<file path="src/rtl/branch_pkg.sv">
// ---------------------------------------------------------------------------
// branch_pkg
// Shared definitions for the KGP_RISC branch-resolution unit.
//   - OP_* : 6-bit branch opcodes
//   - branchKind_e : coarse classification of a branch opcode
//   - condSel_e : which ALU flag (and polarity) a conditional branch tests
//   - decodeKind / decodeCond : opcode -> kind / condition helpers
// ---------------------------------------------------------------------------
package branch_pkg;

  localparam logic [5:0] OP_B    = 6'b110000;
  localparam logic [5:0] OP_BZ   = 6'b110001;
  localparam logic [5:0] OP_BNZ  = 6'b110010;
  localparam logic [5:0] OP_BCY  = 6'b110011;
  localparam logic [5:0] OP_BNCY = 6'b110100;
  localparam logic [5:0] OP_BV   = 6'b110101;
  localparam logic [5:0] OP_BS   = 6'b110110;
  localparam logic [5:0] OP_BR   = 6'b110111;
  localparam logic [5:0] OP_BL   = 6'b111001;
  localparam logic [5:0] OP_RET  = 6'b111010;

  typedef enum logic [2:0] {
    NONE,
    COND,
    REG,
    CALL,
    RETURN
  } branchKind_e;

  typedef enum logic [2:0] {
    COND_ALWAYS,
    COND_ZERO,
    COND_NZERO,
    COND_CARRY,
    COND_NCARRY,
    COND_OVF,
    COND_SIGN,
    COND_NEVER
  } condSel_e;

  // Unconditional B is treated as a conditional branch whose condition is
  // always true, so every jaddr-relative branch shares one datapath.
  function automatic branchKind_e decodeKind(input logic [5:0] opcode);
    branchKind_e kind;
    case (opcode)
      OP_B, OP_BZ, OP_BNZ, OP_BCY, OP_BNCY, OP_BV, OP_BS: kind = COND;
      OP_BR:  kind = REG;
      OP_BL:  kind = CALL;
      OP_RET: kind = RETURN;
      default: kind = NONE;
    endcase
    return kind;
  endfunction

  function automatic condSel_e decodeCond(input logic [5:0] opcode);
    condSel_e sel;
    case (opcode)
      OP_B:    sel = COND_ALWAYS;
      OP_BZ:   sel = COND_ZERO;
      OP_BNZ:  sel = COND_NZERO;
      OP_BCY:  sel = COND_CARRY;
      OP_BNCY: sel = COND_NCARRY;
      OP_BV:   sel = COND_OVF;
      OP_BS:   sel = COND_SIGN;
      default: sel = COND_NEVER;
    endcase
    return sel;
  endfunction

endpackage

</file>
<file path="src/rtl/ras_stack.sv">
// ---------------------------------------------------------------------------
// ras_stack
// Circular return-address stack with saturating occupancy count.
// Ports:
//   clk, rst      clock, synchronous active-high reset
//   push          write push_data one slot above the current top
//   pop           drop the current top entry (ignored when empty)
//   push_data     address to push
//   top_data      entry at the current top pointer
//   empty         count is zero
//   count         number of valid entries, saturates at RAS_DEPTH
// When full, a push overwrites the oldest entry, which is the slot the
// advancing top pointer lands on, so the count simply stays saturated.
// ---------------------------------------------------------------------------
module ras_stack #(
  parameter int XLEN      = 32,
  parameter int RAS_DEPTH = 4
) (
  input  logic                         clk,
  input  logic                         rst,
  input  logic                         push,
  input  logic                         pop,
  input  logic [XLEN-1:0]              push_data,
  output logic [XLEN-1:0]              top_data,
  output logic                         empty,
  output logic [$clog2(RAS_DEPTH):0]   count
);

  localparam int PW = $clog2(RAS_DEPTH);
  localparam int CW = PW + 1;

  logic [XLEN-1:0] entries [RAS_DEPTH];
  logic [PW-1:0]   topPtr;
  logic [CW-1:0]   countReg;

  // Push advances the top pointer and writes the new slot; pop retreats it.
  // The pointer wraps naturally because the depth is a power of two. Pop on
  // an empty stack is ignored so a stray pop can never underflow the count.
  always_ff @(posedge clk) begin
    if (rst) begin
      topPtr   <= '0;
      countReg <= '0;
      for (int i = 0; i < RAS_DEPTH; i++) begin
        entries[i] <= '0;
      end
    end else if (push) begin
      entries[topPtr + PW'(1)] <= push_data;
      topPtr                   <= topPtr + PW'(1);
      if (countReg != CW'(RAS_DEPTH)) begin
        countReg <= countReg + CW'(1);
      end
    end else if (pop && (countReg != '0)) begin
      topPtr   <= topPtr - PW'(1);
      countReg <= countReg - CW'(1);
    end
  end

  assign top_data = entries[topPtr];
  assign empty    = (countReg == '0);
  assign count    = countReg;

endmodule

</file>
<file path="src/rtl/branch_unit_ras.sv">
// ---------------------------------------------------------------------------
// branch_unit_ras
// Registered branch-resolution unit for the KGP_RISC execute stage, with a
// return-address stack that predicts RET targets.
// Ports:
//   clk, rst                 clock, synchronous active-high reset
//   flush_i                  drop the held result and any incoming instruction
//   in_valid_i / in_ready_o  input handshake
//   opcode_i, rs_i, jaddr_i  instruction fields / register operand
//   carry_i, zero_i,
//   overflow_i, sign_i       ALU flags
//   pc_i                     address of the branch instruction
//   out_valid_o/out_ready_i  output handshake
//   ex_npc_o, pc_src_o       branch target and taken select
//   ra_o, ra_we_o            link address and link-register write enable
//   ras_miss_o               RET found the stack empty
//   ret_mismatch_o           RET prediction differed from rs_i
//   ras_count_o              stack occupancy
// ---------------------------------------------------------------------------
module branch_unit_ras
  import branch_pkg::*;
#(
  parameter int XLEN        = 32,
  parameter int JW          = 26,
  parameter int RAS_DEPTH   = 4,
  parameter int LINK_OFFSET = 4
) (
  input  logic                        clk,
  input  logic                        rst,
  input  logic                        flush_i,
  input  logic                        in_valid_i,
  output logic                        in_ready_o,
  input  logic [5:0]                  opcode_i,
  input  logic [XLEN-1:0]             rs_i,
  input  logic [JW-1:0]               jaddr_i,
  input  logic                        carry_i,
  input  logic                        zero_i,
  input  logic                        overflow_i,
  input  logic                        sign_i,
  input  logic [XLEN-1:0]             pc_i,
  output logic                        out_valid_o,
  input  logic                        out_ready_i,
  output logic [XLEN-1:0]             ex_npc_o,
  output logic                        pc_src_o,
  output logic [XLEN-1:0]             ra_o,
  output logic                        ra_we_o,
  output logic                        ras_miss_o,
  output logic                        ret_mismatch_o,
  output logic [$clog2(RAS_DEPTH):0]  ras_count_o
);

  branchKind_e     kind;
  condSel_e        condSel;
  logic            condMet;
  logic            accept;
  logic [XLEN-1:0] jaddrExt;
  logic [XLEN-1:0] linkAddr;
  logic [XLEN-1:0] nextNpc;
  logic            nextSrc;
  logic            nextRaWe;
  logic            nextMiss;
  logic            nextMismatch;
  logic            rasPush;
  logic            rasPop;
  logic [XLEN-1:0] rasTop;
  logic            rasEmpty;

  logic            outValid;
  logic [XLEN-1:0] npcReg;
  logic            srcReg;
  logic [XLEN-1:0] raReg;
  logic            raWeReg;
  logic            missReg;
  logic            mismatchReg;

  assign in_ready_o = !outValid || out_ready_i;
  assign accept     = in_valid_i && in_ready_o && !flush_i;
  assign jaddrExt   = {{(XLEN-JW){1'b0}}, jaddr_i};
  assign linkAddr   = pc_i + XLEN'(LINK_OFFSET);

  // Decode the opcode, evaluate its flag condition and build the values that
  // the output register will capture. RAS push/pop are gated by accept so a
  // stalled or flushed instruction never disturbs the stack. A RET that
  // finds the stack empty falls back to rs_i and flags the miss instead.
  always_comb begin
    kind         = decodeKind(opcode_i);
    condSel      = decodeCond(opcode_i);
    condMet      = 1'b0;
    nextNpc      = '0;
    nextSrc      = 1'b0;
    nextRaWe     = 1'b0;
    nextMiss     = 1'b0;
    nextMismatch = 1'b0;
    rasPush      = 1'b0;
    rasPop       = 1'b0;

    case (condSel)
      COND_ALWAYS: condMet = 1'b1;
      COND_ZERO:   condMet = zero_i;
      COND_NZERO:  condMet = !zero_i;
      COND_CARRY:  condMet = carry_i;
      COND_NCARRY: condMet = !carry_i;
      COND_OVF:    condMet = overflow_i;
      COND_SIGN:   condMet = sign_i;
      default:     condMet = 1'b0;
    endcase

    case (kind)
      COND: begin
        nextNpc = jaddrExt;
        nextSrc = condMet;
      end
      REG: begin
        nextNpc = rs_i;
        nextSrc = 1'b1;
      end
      CALL: begin
        nextNpc  = jaddrExt;
        nextSrc  = 1'b1;
        nextRaWe = 1'b1;
        rasPush  = accept;
      end
      RETURN: begin
        nextSrc = 1'b1;
        if (rasEmpty) begin
          nextNpc  = rs_i;
          nextMiss = 1'b1;
        end else begin
          nextNpc      = rasTop;
          nextMismatch = (rasTop != rs_i);
          rasPop       = accept;
        end
      end
      default: begin
        nextNpc = '0;
        nextSrc = 1'b0;
      end
    endcase
  end

  // Output register. A new accept always wins; otherwise flush or a consumer
  // handshake retires the held result. Data fields only change on accept so
  // they stay stable for the whole time a result is stalled.
  always_ff @(posedge clk) begin
    if (rst) begin
      outValid    <= 1'b0;
      npcReg      <= '0;
      srcReg      <= 1'b0;
      raReg       <= '0;
      raWeReg     <= 1'b0;
      missReg     <= 1'b0;
      mismatchReg <= 1'b0;
    end else if (accept) begin
      outValid    <= 1'b1;
      npcReg      <= nextNpc;
      srcReg      <= nextSrc;
      raReg       <= linkAddr;
      raWeReg     <= nextRaWe;
      missReg     <= nextMiss;
      mismatchReg <= nextMismatch;
    end else if (flush_i || out_ready_i) begin
      outValid <= 1'b0;
    end
  end

  ras_stack #(
    .XLEN      (XLEN),
    .RAS_DEPTH (RAS_DEPTH)
  ) uRasStack (
    .clk       (clk),
    .rst       (rst),
    .push      (rasPush),
    .pop       (rasPop),
    .push_data (linkAddr),
    .top_data  (rasTop),
    .empty     (rasEmpty),
    .count     (ras_count_o)
  );

  assign out_valid_o    = outValid;
  assign ex_npc_o       = npcReg;
  assign pc_src_o       = srcReg;
  assign ra_o           = raReg;
  assign ra_we_o        = raWeReg;
  assign ras_miss_o     = missReg;
  assign ret_mismatch_o = mismatchReg;

endmodule

</file>
<file path="config.mk">
export PLATFORM = sky130hd
export DESIGN_NAME = branch_unit_ras
export DESIGN_NICKNAME = d
export VERILOG_FILES = /design/src/rtl/branch_pkg.sv /design/src/rtl/ras_stack.sv /design/src/rtl/branch_unit_ras.sv
export SDC_FILE = /design/constraint.sdc
export NUM_CORES = 1
export LEC_CHECK = 0
export BUFFER_PORTS_ARGS = -buffer_cell sky130_fd_sc_hd__buf_2
export CELL_PAD_IN_SITES_DETAIL_PLACEMENT = 0
export CELL_PAD_IN_SITES_GLOBAL_PLACEMENT = 1
export CORE_ASPECT_RATIO = 2
export CORE_UTILIZATION = 48
export CTS_CLUSTER_DIAMETER = 100
export DETAILED_ROUTE_END_ITERATION = 7
export PLACE_DENSITY_LB_ADDON = 0.1
export REMOVE_ABC_BUFFERS = 1
export SYNTH_ARGS = -nofsm -noshare
export SYNTH_HDL_FRONTEND = slang
export SYNTH_SLANG_ARGS = --single-unit
</file>
<file path="constraint.sdc">
create_clock -name clk -period 5.7 [get_ports clk]
set_clock_uncertainty 0.2 [all_clocks]
set_input_delay 0.285 -clock clk [delete_from_list [all_inputs] [get_ports clk]]
set_output_delay 0.285 -clock clk [all_outputs]
set_load 0.02 [all_outputs]
</file>
# Word level (Yosys, flattened, before mapping)
# Memories as Yosys holds them, arrays and structs flattened. A register that Yosys moved wholly into a read port is not among the register bits.
# Cells that the tools add are included.
dict set report word_totals {
  ff_bits 74
  ramBits 128
  memories 1
}
# memory words word_bits rd rd_ports_with_merged_regs write_ports line
set mem_list {}
lappend mem_list {uRasStack.entries 4 32 1 1 4 ras_stack.sv:32} ;# logic [XLEN-1:0] entries [RAS_DEPTH];
dict set report classes {
  add_sub_neg 5
  eq_ne 23
  mux 31
  n_reduce_logical 19
}
# operator count
set op_table {}
lappend op_table {{case mux 32 bit (3 select lines)} 1}
lappend op_table {{two-way mux 32 bit} 2}
lappend op_table {{equality test 6 bit (second input constant)} 10}
lappend op_table {{adder 32 x 3 -> 32 bit (second input constant)} 1}
lappend op_table {{!= test 32 bit} 1}
lappend op_table {{OR reduction 32 bit} 1}
lappend op_table {{case mux 3 bit (7 select lines)} 1}
lappend op_table {{two-way mux 1 bit} 16}
lappend op_table {{equality test 3 x 2 -> 1 bit (second input constant)} 4}
lappend op_table {{equality test 3 bit (second input constant)} 4}
lappend op_table {{case mux 3 bit (4 select lines)} 1}
lappend op_table {{two-way mux 2 bit} 5}
lappend op_table {{two-way mux 3 bit} 3}
lappend op_table {{case mux 1 bit (7 select lines)} 1}
lappend op_table {{OR reduction 7 bit} 1}
lappend op_table {{equality test 3 x 1 -> 1 bit (second input constant)} 2}
lappend op_table {{zero test 3 bit} 2}
lappend op_table {{zero test 1 bit} 4}
lappend op_table {{nonzero test 2 bit} 2}
lappend op_table {{adder 3 x 1 -> 3 bit (second input constant)} 1}
lappend op_table {{logical AND 1 bit} 3}
lappend op_table {{!= test 3 bit (second input constant)} 1}
lappend op_table {{nonzero test 3 bit} 1}
lappend op_table {{OR reduction 3 bit} 1}
lappend op_table {{other kinds (8)} 9}

# Logic depth before layout (Yosys ltp)
# Gate-level depths: netlist of the first run.
dict set report logic_depth {
  word_depth 11
  mapped_depth 11
  mapped_depth_nobuf 10
}

# Modules after synthesis
# A second synthesis of the first run with hierarchy kept.
dict set report hier_totals {
  hier_cells 896
  area_unflattened_um2 9714.3
}
# mod n_inst cells_per_inst area_per_inst_um2 seq_area_each_um2
set modules_own_cells {}
lappend modules_own_cells {ras_stack 1 388 5676.7 3983.8}
lappend modules_own_cells {branch_unit_ras 1 508 4037.6 1381.3}

# Worst setup path after synthesis of the first run
# Ideal clock, no wire load.
dict set report synth_timing {
  path_kind {register -> register}
  from {reg outValid (netlist: out_valid_o)}
  to {mem uRasStack.entries[1][0], enable pin}
  setup_time_ns 0.394
  t_arrival_ns 2.629
  slack_ns 2.477
  stages_incl_launch_ff 9
  path_buffers 2
  period_less_slack_ns 3.223
  path_cell_list {dfxtp_1 nor2b_1 nor2_1 nand4_4 or3_1 buf_2 or3_1 buf_4 nand2b_1}
}
# element line
set synth_lines {}
lappend synth_lines {{from (decl)} branch_unit_ras.sv:68} ;# logic outValid;
lappend synth_lines {{from (signal assigned)} branch_unit_ras.sv:146} ;# outValid <= 1'b0;
lappend synth_lines {{from (signal assigned)} branch_unit_ras.sv:154} ;# outValid <= 1'b1;
lappend synth_lines {{from (signal assigned)} branch_unit_ras.sv:162} ;# outValid <= 1'b0;
lappend synth_lines {{to (decl)} ras_stack.sv:32}

==> results_tabular.tex, run 1 <==
\begin{tabular}{lr}
\hline
Metric & Value \\
\hline
\multicolumn{2}{l}{\textbf{Layout}} \\
\quad Commonest non-fill, non-tap cell in the layout & sky130\_fd\_sc\_hd\_\_buf\_2 \\
\quad Final \#Nets & 1125 \\
\quad Final standard cell utilization of the core & 58.18\% \\
\quad Top library cells by usage in the layout, fill and taps aside & sky130\_fd\_sc\_hd\_\_buf\_2 (177), sky130\_fd\_sc\_hd\_\_nor2\_1 (171), sky130\_fd\_sc\_hd\_\_edfxtp\_1 (128), sky130\_fd\_sc\_hd\_\_dfxtp\_1 (74), sky130\_fd\_sc\_hd\_\_xor2\_1 (42) \\
\quad Layout area overhead & 18.40\% \\
\quad Fraction of final layout cells sized beyond drive strength 1 & 28.16\% \\
\quad Filler Cells Inserted & 1807 \\
\multicolumn{2}{l}{\textbf{Setup path}} \\
\quad Signal arrival time at the worst endpoint & 3.74 ns \\
\quad Critical Setup Path Class & primary input to register \\
\quad Worst setup SP type & primary input \\
\quad Required @ worst endpoint & 5.64 ns \\
\quad Termination of the worst setup path & uRasStack.entries[2][30]\$\_SDFFCE\_PN0P\_ \\
\quad Nature of the critical path endpoint & register \\
\quad Critical path startpoint & flush\_i \\
\quad Max Fanout on Critical Path & 35 \\
\quad Reg-to-reg endpoint & uRasStack.entries[2][30]\$\_SDFFCE\_PN0P\_ \\
\quad Reg-to-reg critical path startpoint & out\_valid\_o\$\_SDFFE\_PP0P\_ \\
\quad Slack of the worst reg-to-reg path & 2.06 ns \\
\quad R2R cell count & 8 \\
\multicolumn{2}{l}{\textbf{Power}} \\
\quad Pleak & 0.004345 uW \\
\quad Cell Int Power & 2370 uW \\
\quad Share of total power consumed by net switching & 23.90\% \\
\quad Maximum ir drop on the vdd rail & 0.0002873 V \\
\quad Sw Pwr & 744.4 uW \\
\quad Share of total power in combinational logic & 9.6\% \\
\quad Share of power burned in registers & 52.1\% \\
\quad Clock power share & 38.3\% \\
\quad Power density cells & 268.8 nW/um2 \\
\multicolumn{2}{l}{\textbf{STA}} \\
\quad Highest clock frequency the design can meet & 0.2633 GHz \\
\quad Slew at the pin closest to its max-slew limit & 1.047 ns \\
\quad Sum Neg Setup Slack & 0 ns \\
\quad Final worst-path cycle share & 66.64\% \\
\quad Unrepaired setup endpoints after global routing & no \\
\quad Slew HR & 30.21\% \\
\quad Final Max Slew Viols & 0 \\
\quad Final critical path time including I/O delays and setup & 3.799 ns \\
\quad Final setup violating endpoints & 0 \\
\quad Final hold violation count & 0 \\
\multicolumn{2}{l}{\textbf{Synthesis}} \\
\quad Synth area leader & sky130\_fd\_sc\_hd\_\_edfxtp\_1 \\
\quad Share of the yosys chip area belonging to registers & 54.83\% \\
\quad Count of warnings emitted by yosys & 0 \\
\quad Number of distinct library cells after synthesis & 61 \\
\quad Synth area leaders & sky130\_fd\_sc\_hd\_\_edfxtp\_1 (39\%), sky130\_fd\_sc\_hd\_\_dfxtp\_1 (16\%), sky130\_fd\_sc\_hd\_\_nor2\_1 (6.6\%), sky130\_fd\_sc\_hd\_\_mux4\_2 (5.3\%), sky130\_fd\_sc\_hd\_\_xor2\_1 (3.8\%) \\
\quad Syn Std Cell Area & 9784 um2 \\
\quad Yosys reg bits & 204 \\
\quad Post-Synthesis Mean Instance Area & 11.51 um2 \\
\quad Ys flop type & sky130\_fd\_sc\_hd\_\_edfxtp\_1 \\
\quad Share of synthesized registers carrying an async set or reset & 0\% \\
\quad Number of cells produced by synthesis & 850 \\
\quad Synth top area share & 39.28\% \\
\quad Post-synth EDFFs & 128 \\
\multicolumn{2}{l}{\textbf{Floorplan}} \\
\quad Total die area & 20990 um2 \\
\quad Y dimension of the die & 203.9 um \\
\quad Initial standard-cell utilization of the core & 49.14\% \\
\quad Core Region & 19910 um2 \\
\quad Die outline width & 103.0 um \\
\quad Number of core rows & 73 \\
\quad \# IOs & 178 \\
\multicolumn{2}{l}{\textbf{Drt}} \\
\quad Routed via count divided by cell count & 5.722 \\
\quad Count of unresolved DRC violations after routing & 0 \\
\quad Routed metal-1 wirelength & 10170 um \\
\quad Detailed-routing iteration count for the pre-antenna-repair pass & 7 \\
\quad Routed wl met3 & 1741 um \\
\quad Topmost layer with routed signal wires & met4 \\
\quad Routed WL & 27590 um \\
\quad Detailed route wirelength on metal2 & 14450 um \\
\quad Drt wl/cell & 21.34 um \\
\quad Initial drt markers & 532 \\
\quad Antenna-violating nets left & 0 \\
\quad Total via count after detailed routing & 7399 \\
\multicolumn{2}{l}{\textbf{Flow run}} \\
\quad Total of max-cap violations & 0 \\
\multicolumn{2}{l}{\textbf{Clocking}} \\
\quad Buffer cell driving the clock tree root & sky130\_fd\_sc\_hd\_\_clkbuf\_16 \\
\quad Clock tree buffer depth & 3 \\
\quad Depth of the CTS H-tree & 1 \\
\quad Clk slew on worst S/H paths & 0.07 ns \\
\quad CTS Buf Count & 19 \\
\quad Clk sink count & 204 \\
\quad Clock tree from TritonCTS & yes \\
\quad Clk\_lat worst skew & 0.49 ns \\
\multicolumn{2}{l}{\textbf{Outcome}} \\
\quad Run status & finished, final reports clean \\
\multicolumn{2}{l}{\textbf{GRT}} \\
\quad Via count of the first global-routing pass & 7263 \\
\quad Wire length of the first global-routing pass & 40740 um \\
\quad Pin count of the biggest net entering global routing & 66 \\
\quad Antenna violations before repair & 1 \\
\quad GRT Resource Usage Total & 26.57\% \\
\quad Total global routing overflow & 0 \\
\multicolumn{2}{l}{\textbf{Placement}} \\
\quad Total half-perimeter wirelength after legalization and detailed placement & 18700 um \\
\quad Last weighted congestion value of the routability-driven placer & 0.7755 \\
\quad Number of buffers added on ports & 177 \\
\multicolumn{2}{l}{\textbf{Min path}} \\
\quad Min-Delay Path Class & primary input to register \\
\hline
\end{tabular}
-- sequential cells by signal (all words and copies together) (netlist names), named ones only --
register / flops
uRasStack.count: 3
ras_miss_o: 1
ret_mismatch_o: 1
ex_npc_o: 32
pc_src_o: 1
uRasStack.entries: 128
ra_o: 32
ra_we_o: 1
out_valid_o: 1
uRasStack.topPtr: 2
-- synthesized netlist by cell type (all sizes together) (10+ instances only) --
master	number
a211oi	33
a21oi	14
a222oi	31
a2bb2oi	24
buf	24
clkbuf	36
dfxtp	76
edfxtp	128
inv	11
mux2i	19
mux4	23
nand2	37
nand2b	10
nand3	17
nand4	10
nor2	203
o21ai	14
xnor2	20
xor2	42
-- how the worst min path moves through the flow --
| stage | end | depth (start not counted) | start | slack [ns] |
|---|---|---|---|---|
| 3_3_place_gp | ras_miss_o$_SDFFE_PP0P_ | 2 | ras_miss_o$_SDFFE_PP0P_ | 0.24 |
| 3_5_place_dp | ras_miss_o$_SDFFE_PP0P_ | 2 | ras_miss_o$_SDFFE_PP0P_ | 0.24 |
| 6_report | ex_npc_o[14]$_SDFFE_PP0P_ | 4 | jaddr_i[14] | 0.004 |
| 2_1_floorplan | ex_npc_o[11]$_SDFFE_PP0P_ | 1 | rst | 0.15 |
| 4_1_cts | ex_npc_o[14]$_SDFFE_PP0P_ | 4 | jaddr_i[14] | 0.0006 |
| 5_1_grt | ex_npc_o[21]$_SDFFE_PP0P_ | 4 | rs_i[21] | 0.009 |
-- kinds of logic after synthesis --
family | synth area share [%]
AND/OR/NAND/NOR | 16.39
multiplexers | 8.044
adder cells (fa/ha/maj) | 0.3325
XOR/XNOR | 5.550
AO/OA/AOI/OAI | 11.50
flip-flops | 54.83
buffers and inverters | 3.350
-- worst max-delay path, cell delays in order --
cell and delay [ns]:
sky130_fd_sc_hd__dlygate4sd3_1 0.53, sky130_fd_sc_hd__buf_2 0.12, sky130_fd_sc_hd__nand2b_1 0.22, sky130_fd_sc_hd__nor2_4 0.16, sky130_fd_sc_hd__nand4_4 0.16, sky130_fd_sc_hd__or3_2 0.82
sky130_fd_sc_hd__or2_1 0.35, sky130_fd_sc_hd__buf_4 0.26, sky130_fd_sc_hd__nand2b_1 0.37, sky130_fd_sc_hd__buf_4 0.43
-- through the flow --
stage / hold WS (ns) / cells / power, uW / setup slack [ns] / cell area [um2]
floorplan: 0.1541 / 790 / 1802 / -0.9772 / 9498
CTS: 0.0006300 / 1292 / 3132 / 1.877 / 11580
global route: 0.009234 / 1292 / 3211 / 1.713 / 11580
detailed placement: 0.2414 / 1242 / 1945 / 1.721 / 10840
global placement: 0.2368 / 1242 / 1943 / 1.787 / 10840
finish: 0.003887 / 1293 / 3114 / 1.901 / 11580
-- metal layers --
| layer | track usage (%) | up-vias |
|---|---|---|
| li1 | - | 3488 |
| met1 | 30.91 | 3551 |
| met2 | 47.31 | 305 |
| met3 | 3.146 | 55 |
| met4 | 12.83 | 0 |
| met5 | 0 | - |
-- power by group through the flow --
| stage | combinational [uW] | sequential (uW) | clock [uW] |
|---|---|---|---|
| 4_1_cts | 301 | 1620 | 1210 |
| 5_1_grt | 322 | 1630 | 1260 |
| 2_1_floorplan | 130 | 1670 | 0 |
| 3_5_place_dp | 291 | 1650 | 0 |
| 6_report | 298 | 1620 | 1190 |
| 3_3_place_gp | 290 | 1650 | 0 |
-- layout make-up --
cell class / instances / area [um2] / area share, %
sequential: 204 / 5368 / 46.33
multi-input combinational: 575 / 4120 / 35.57
timing repair buffer: 207 / 1154 / 9.958
clock buffer: 25 / 529.3 / 4.569
tap: 262 / 327.8 / 2.830
clock inverter: 8 / 42.54 / 0.3672
inverter: 11 / 41.29 / 0.3564
antenna: 1 / 2.502 / 0.02160
-- repair_timing --
action | in CTS | in global routing
hold endpoints to repair | 18 | 0
gates resized for setup | 0 | 0
buffers inserted | 0 | 0
hold buffers | 17 | 0
endpoints found under the setup margin | 0 | 0
(Power assumes the default switching activity.)
==> inputs of run 2 (changes only) <==
CORE_UTILIZATION = 44   (was 48)
clock period = 3.5 ns   (was 5.7 ns; I/O delays follow)
==> run 2 against run 1 <==
  * Largest cell class unchanged
  * Via count is 5.1% higher
  * The flow now finishes with violations (negative hold slack)
  * Setup slack lost 1.6 ns
  * Critical path depth down 3
  * Critical endpoint is now ex_npc_o[23]$_SDFFE_PP0P_
  * First-iteration DRC count grew 11%
  * Non-clock buffer count grew 82
  * Final area is 7.5% higher
  * Die area is 9.0% higher
  * Register-to-register slack worse by 1.7 ns
==> results_tabular.tex, run 2 (synthesized netlist as in run 1, its figures left out) <==
\begin{tabular}{lr}
\hline
Metric & Value \\
\hline
\multicolumn{2}{l}{\textbf{Outcome}} \\
\quad Run status & complete, but fails checks (was finished, final reports clean) \\
\quad Violated checks & negative hold slack \\
\multicolumn{2}{l}{\textbf{Setup path}} \\
\quad Ordered cell list for the critical path & buf\_4 -> buf\_4 -> mux4\_2 -> a222oi\_1 -> dlygate4sd3\_1 -> a2bb2oi\_1 -> nor2\_1 (was dlygate4sd3\_1 -> buf\_2 -> nand2b\_1 -> nor2\_4 -> nand4\_4 -> or3\_2 -> or2\_1 -> buf\_4 -> nand2b\_1 -> buf\_4) \\
\quad Critical Setup Path Class & register to register (was primary input to register) \\
\quad Family of cells with the greatest summed delay on the critical path & buffers and inverters (was simple AND/OR/NAND/NOR gates) \\
\quad Critical Path Slowest Stage Cell & sky130\_fd\_sc\_hd\_\_dfxtp\_2 (was sky130\_fd\_sc\_hd\_\_or3\_2) \\
\quad Combined buffer and inverter count along the critical path & 3 (was 4) \\
\quad Signal arrival time at the worst endpoint & 3.34 ns (was 3.74 ns) \\
\quad Biggest cell delay along the critical path & 0.62 ns (was 0.82 ns) \\
\quad Max Fanout on Critical Path & 15 (was 35) \\
\quad CP dominant cell by count & sky130\_fd\_sc\_hd\_\_buf\_4 \\
\quad Required @ worst endpoint & 3.66 ns (was 5.64 ns) \\
\quad Nature of the critical path endpoint & register (unchanged) \\
\quad Worst setup SP type & register (was primary input) \\
\multicolumn{2}{l}{\textbf{Floorplan}} \\
\quad \# IOs & 178 (unchanged) \\
\quad Core Region & 21680 um2 (was 19910 um2) \\
\quad Number of core rows & 76 (was 73) \\
\quad Y dimension of the die & 212.9 um (was 203.9 um) \\
\quad Die outline width & 107.4 um (was 103.0 um) \\
\quad Total die area & 22870 um2 (was 20990 um2) \\
\quad Initial standard-cell utilization of the core & 45.13\% (was 49.14\%) \\
\multicolumn{2}{l}{\textbf{Drt}} \\
\quad Total via count after detailed routing & 7780 (was 7399) \\
\quad Antenna-violating nets left & 0 (unchanged) \\
\quad Initial drt markers & 592 (was 532) \\
\quad Routed via count divided by cell count & 5.609 (was 5.722) \\
\quad Routed WL & 29540 um (was 27590 um) \\
\quad Count of unresolved DRC violations after routing & 0 (unchanged) \\
\quad Drt wl/cell & 21.30 um (was 21.34 um) \\
\quad Detailed-routing iteration count for the pre-antenna-repair pass & 5 (was 7) \\
\multicolumn{2}{l}{\textbf{STA}} \\
\quad Worst setup slack after layout & 0.3231 ns (was 1.901 ns) \\
\quad Worst Hold Slack & -0.0005889 ns (was 0.003887 ns) \\
\quad Final worst-path cycle share & 90.77\% \\
\quad Final critical path time including I/O delays and setup & 3.177 ns \\
\quad Highest clock frequency the design can meet & 0.3148 GHz \\
\quad Final setup violating endpoints & 0 (unchanged) \\
\quad Final Max Slew Viols & 0 (unchanged) \\
\quad Slew at the pin closest to its max-slew limit & 0.8840 ns (was 1.047 ns) \\
\quad Unrepaired setup endpoints after global routing & no (unchanged) \\
\quad Slew HR & 40.88\% (was 30.21\%) \\
\quad Final hold violation count & 1 (was 0) \\
\multicolumn{2}{l}{\textbf{Power}} \\
\quad Maximum ir drop on the vdd rail & 0.0003341 V (was 0.0002873 V) \\
\quad Pleak & 0.004704 uW (was 0.004345 uW) \\
\quad Power density cells & 436.2 nW/um2 (was 268.8 nW/um2) \\
\multicolumn{2}{l}{\textbf{Min path}} \\
\quad Min-Delay Path Class & primary input to register (unchanged) \\
\multicolumn{2}{l}{\textbf{Clocking}} \\
\quad Clk\_lat worst skew & 0.49 ns (about the same) \\
\quad Number of setup buffers added after CTS & 0 (unchanged) \\
\quad Depth of the CTS H-tree & 1 (unchanged) \\
\quad Clk sink count & 204 (unchanged) \\
\quad Clk slew on worst S/H paths & 0.06 ns (was 0.07 ns) \\
\quad CTS Buf Count & 20 (was 19) \\
\quad Clock tree buffer depth & 3 (unchanged) \\
\quad Buffer cell driving the clock tree root & sky130\_fd\_sc\_hd\_\_clkbuf\_16 (unchanged) \\
\quad Clock tree from TritonCTS & yes (unchanged) \\
\multicolumn{2}{l}{\textbf{GRT}} \\
\quad Total global routing overflow & 0 (unchanged) \\
\quad Via count of the first global-routing pass & 7824 (was 7263) \\
\quad Wire length of the first global-routing pass & 44530 um (was 40740 um) \\
\quad Pin count of the biggest net entering global routing & 66 (unchanged) \\
\quad Antenna violations before repair & 0 (was 1) \\
\quad GRT Resource Usage Total & 26.31\% (was 26.57\%) \\
\multicolumn{2}{l}{\textbf{Layout}} \\
\quad Fraction of final layout cells sized beyond drive strength 1 & 28.10\% (was 28.16\%) \\
\quad Commonest non-fill, non-tap cell in the layout & sky130\_fd\_sc\_hd\_\_buf\_2 (unchanged) \\
\quad Flip-flop count of the largest register, all copies and words added & 128 (unchanged) \\
\quad Count of non-filler cells in the finished layout & 1387 (was 1293) \\
\quad Register name with the most flops & uRasStack.entries (unchanged) \\
\quad Number of diodes & 0 (was 1) \\
\quad Layout area overhead & 27.33\% (was 18.40\%) \\
\quad Final \#Nets & 1208 (was 1125) \\
\quad Top library cells by usage in the layout, fill and taps aside & sky130\_fd\_sc\_hd\_\_buf\_2 (177), sky130\_fd\_sc\_hd\_\_nor2\_1 (171), sky130\_fd\_sc\_hd\_\_edfxtp\_1 (128), sky130\_fd\_sc\_hd\_\_dlygate4sd3\_1 (77), sky130\_fd\_sc\_hd\_\_dfxtp\_1 (74) (was sky130\_fd\_sc\_hd\_\_buf\_2 (177), sky130\_fd\_sc\_hd\_\_nor2\_1 (171), sky130\_fd\_sc\_hd\_\_edfxtp\_1 (128), sky130\_fd\_sc\_hd\_\_dfxtp\_1 (74), sky130\_fd\_sc\_hd\_\_xor2\_1 (42)) \\
\multicolumn{2}{l}{\textbf{Flow run}} \\
\quad Total of max-cap violations & 0 (unchanged) \\
\multicolumn{2}{l}{\textbf{Placement}} \\
\quad Last weighted congestion value of the routability-driven placer & 0.8088 (was 0.7755) \\
\quad Cells after DPL & 1275 (was 1242) \\
\quad Number of buffers added on ports & 177 (unchanged) \\
\quad Total half-perimeter wirelength after legalization and detailed placement & 20280 um (was 18700 um) \\
\quad Pre-CTS worst setup slack & 0.3780 ns (was 1.721 ns) \\
\hline
\end{tabular}
## run 2: changes by cell type in the layout (fill, tap and decap cells not counted), moves of 2 or more
cell                            before  now
sky130_fd_sc_hd__dlygate4sd3_1      17   77
sky130_fd_sc_hd__buf_4              13   34
sky130_fd_sc_hd__bufinv_16           0    3
sky130_fd_sc_hd__clkinv_1            3    1
sky130_fd_sc_hd__clkinv_2            3    5
## run 2: cell type report
class | count | area (um2)
fill | 1877 | 9223
sequential | 204 | 5368
multi-input combinational | 575 | 4103
timing repair buffer | 289 | 1932
clock buffer | 26 | 554.3
tap | 273 | 341.6
clock inverter | 9 | 118.9
inverter | 11 | 41.29
## run 2: path summary, 6_finish.rpt
check | slack [ns] | depth (start not counted) | from | endpoint
max | 0.32 | 7 | register | ex_npc_o[23]$_SDFFE_PP0P_
min | -0.0006 | 3 | pc_i[29] | uRasStack.entries[3][29]$_DFFE_PP_
max reg2reg | 0.32 | 7 | register | ex_npc_o[23]$_SDFFE_PP0P_
min reg2reg | 0.25 | 2 | ra_o[0]$_SDFFE_PP0P_ | ra_o[0]$_SDFFE_PP0P_
## run 2: per-stage QoR
| stage | power [uW] | area [um2] | utilization [%] | hold WS, ns | TNS [ns] |
|---|---|---|---|---|---|
| floorplan | 2935 | 9498 | - | 0.04407 | -454.29 |
| global placement | 3181 | 11010 | 50.80 | 0.1585 | 0 |
| detailed placement | 3183 | 11010 | 50.80 | 0.1549 | 0 |
| CTS | 5478 | 12460 | 57.46 | 0.003118 | 0 |
| global route | 5606 | 12460 | 57.46 | 0.02635 | 0 |
| finish | 5434 | 12460 | 57.46 | -0.0005889 | 0 |
## run 2: worst register-to-register path, stage by stage, from the launching register on
cell,delay (ns)
sky130_fd_sc_hd__dfxtp_2,0.62
sky130_fd_sc_hd__buf_4,0.28
sky130_fd_sc_hd__buf_4,0.26
sky130_fd_sc_hd__mux4_2,0.56
sky130_fd_sc_hd__a222oi_1,0.30
sky130_fd_sc_hd__dlygate4sd3_1,0.60
sky130_fd_sc_hd__a2bb2oi_1,0.17
sky130_fd_sc_hd__nor2_1,0.06
## run 2: metal layers
| metal | wire length [um] | GRT usage (%) |
|---|---|---|
| met4 | 1256 | 12.19 |
| met2 | 15810 | 48.83 |
| met3 | 1395 | 2.503 |
| met1 | 11080 | 29.95 |
| met5 | 0 | 0 |
## run 2: power breakdown
part           leakage [uW]  switching, uW  total, uW  internal (uW)
registers           0.00197           24.6       2640           2620
clock network      0.000334            905       2240           1340
logic               0.00240            328        551            222
total               0.00470           1260       5430           4180
## run 2: what timing repair did
action | CTS | global route
hold buffers | 77 | 0
resized for setup | 0 | 0
endpoints found under the hold margin | 87 | 0
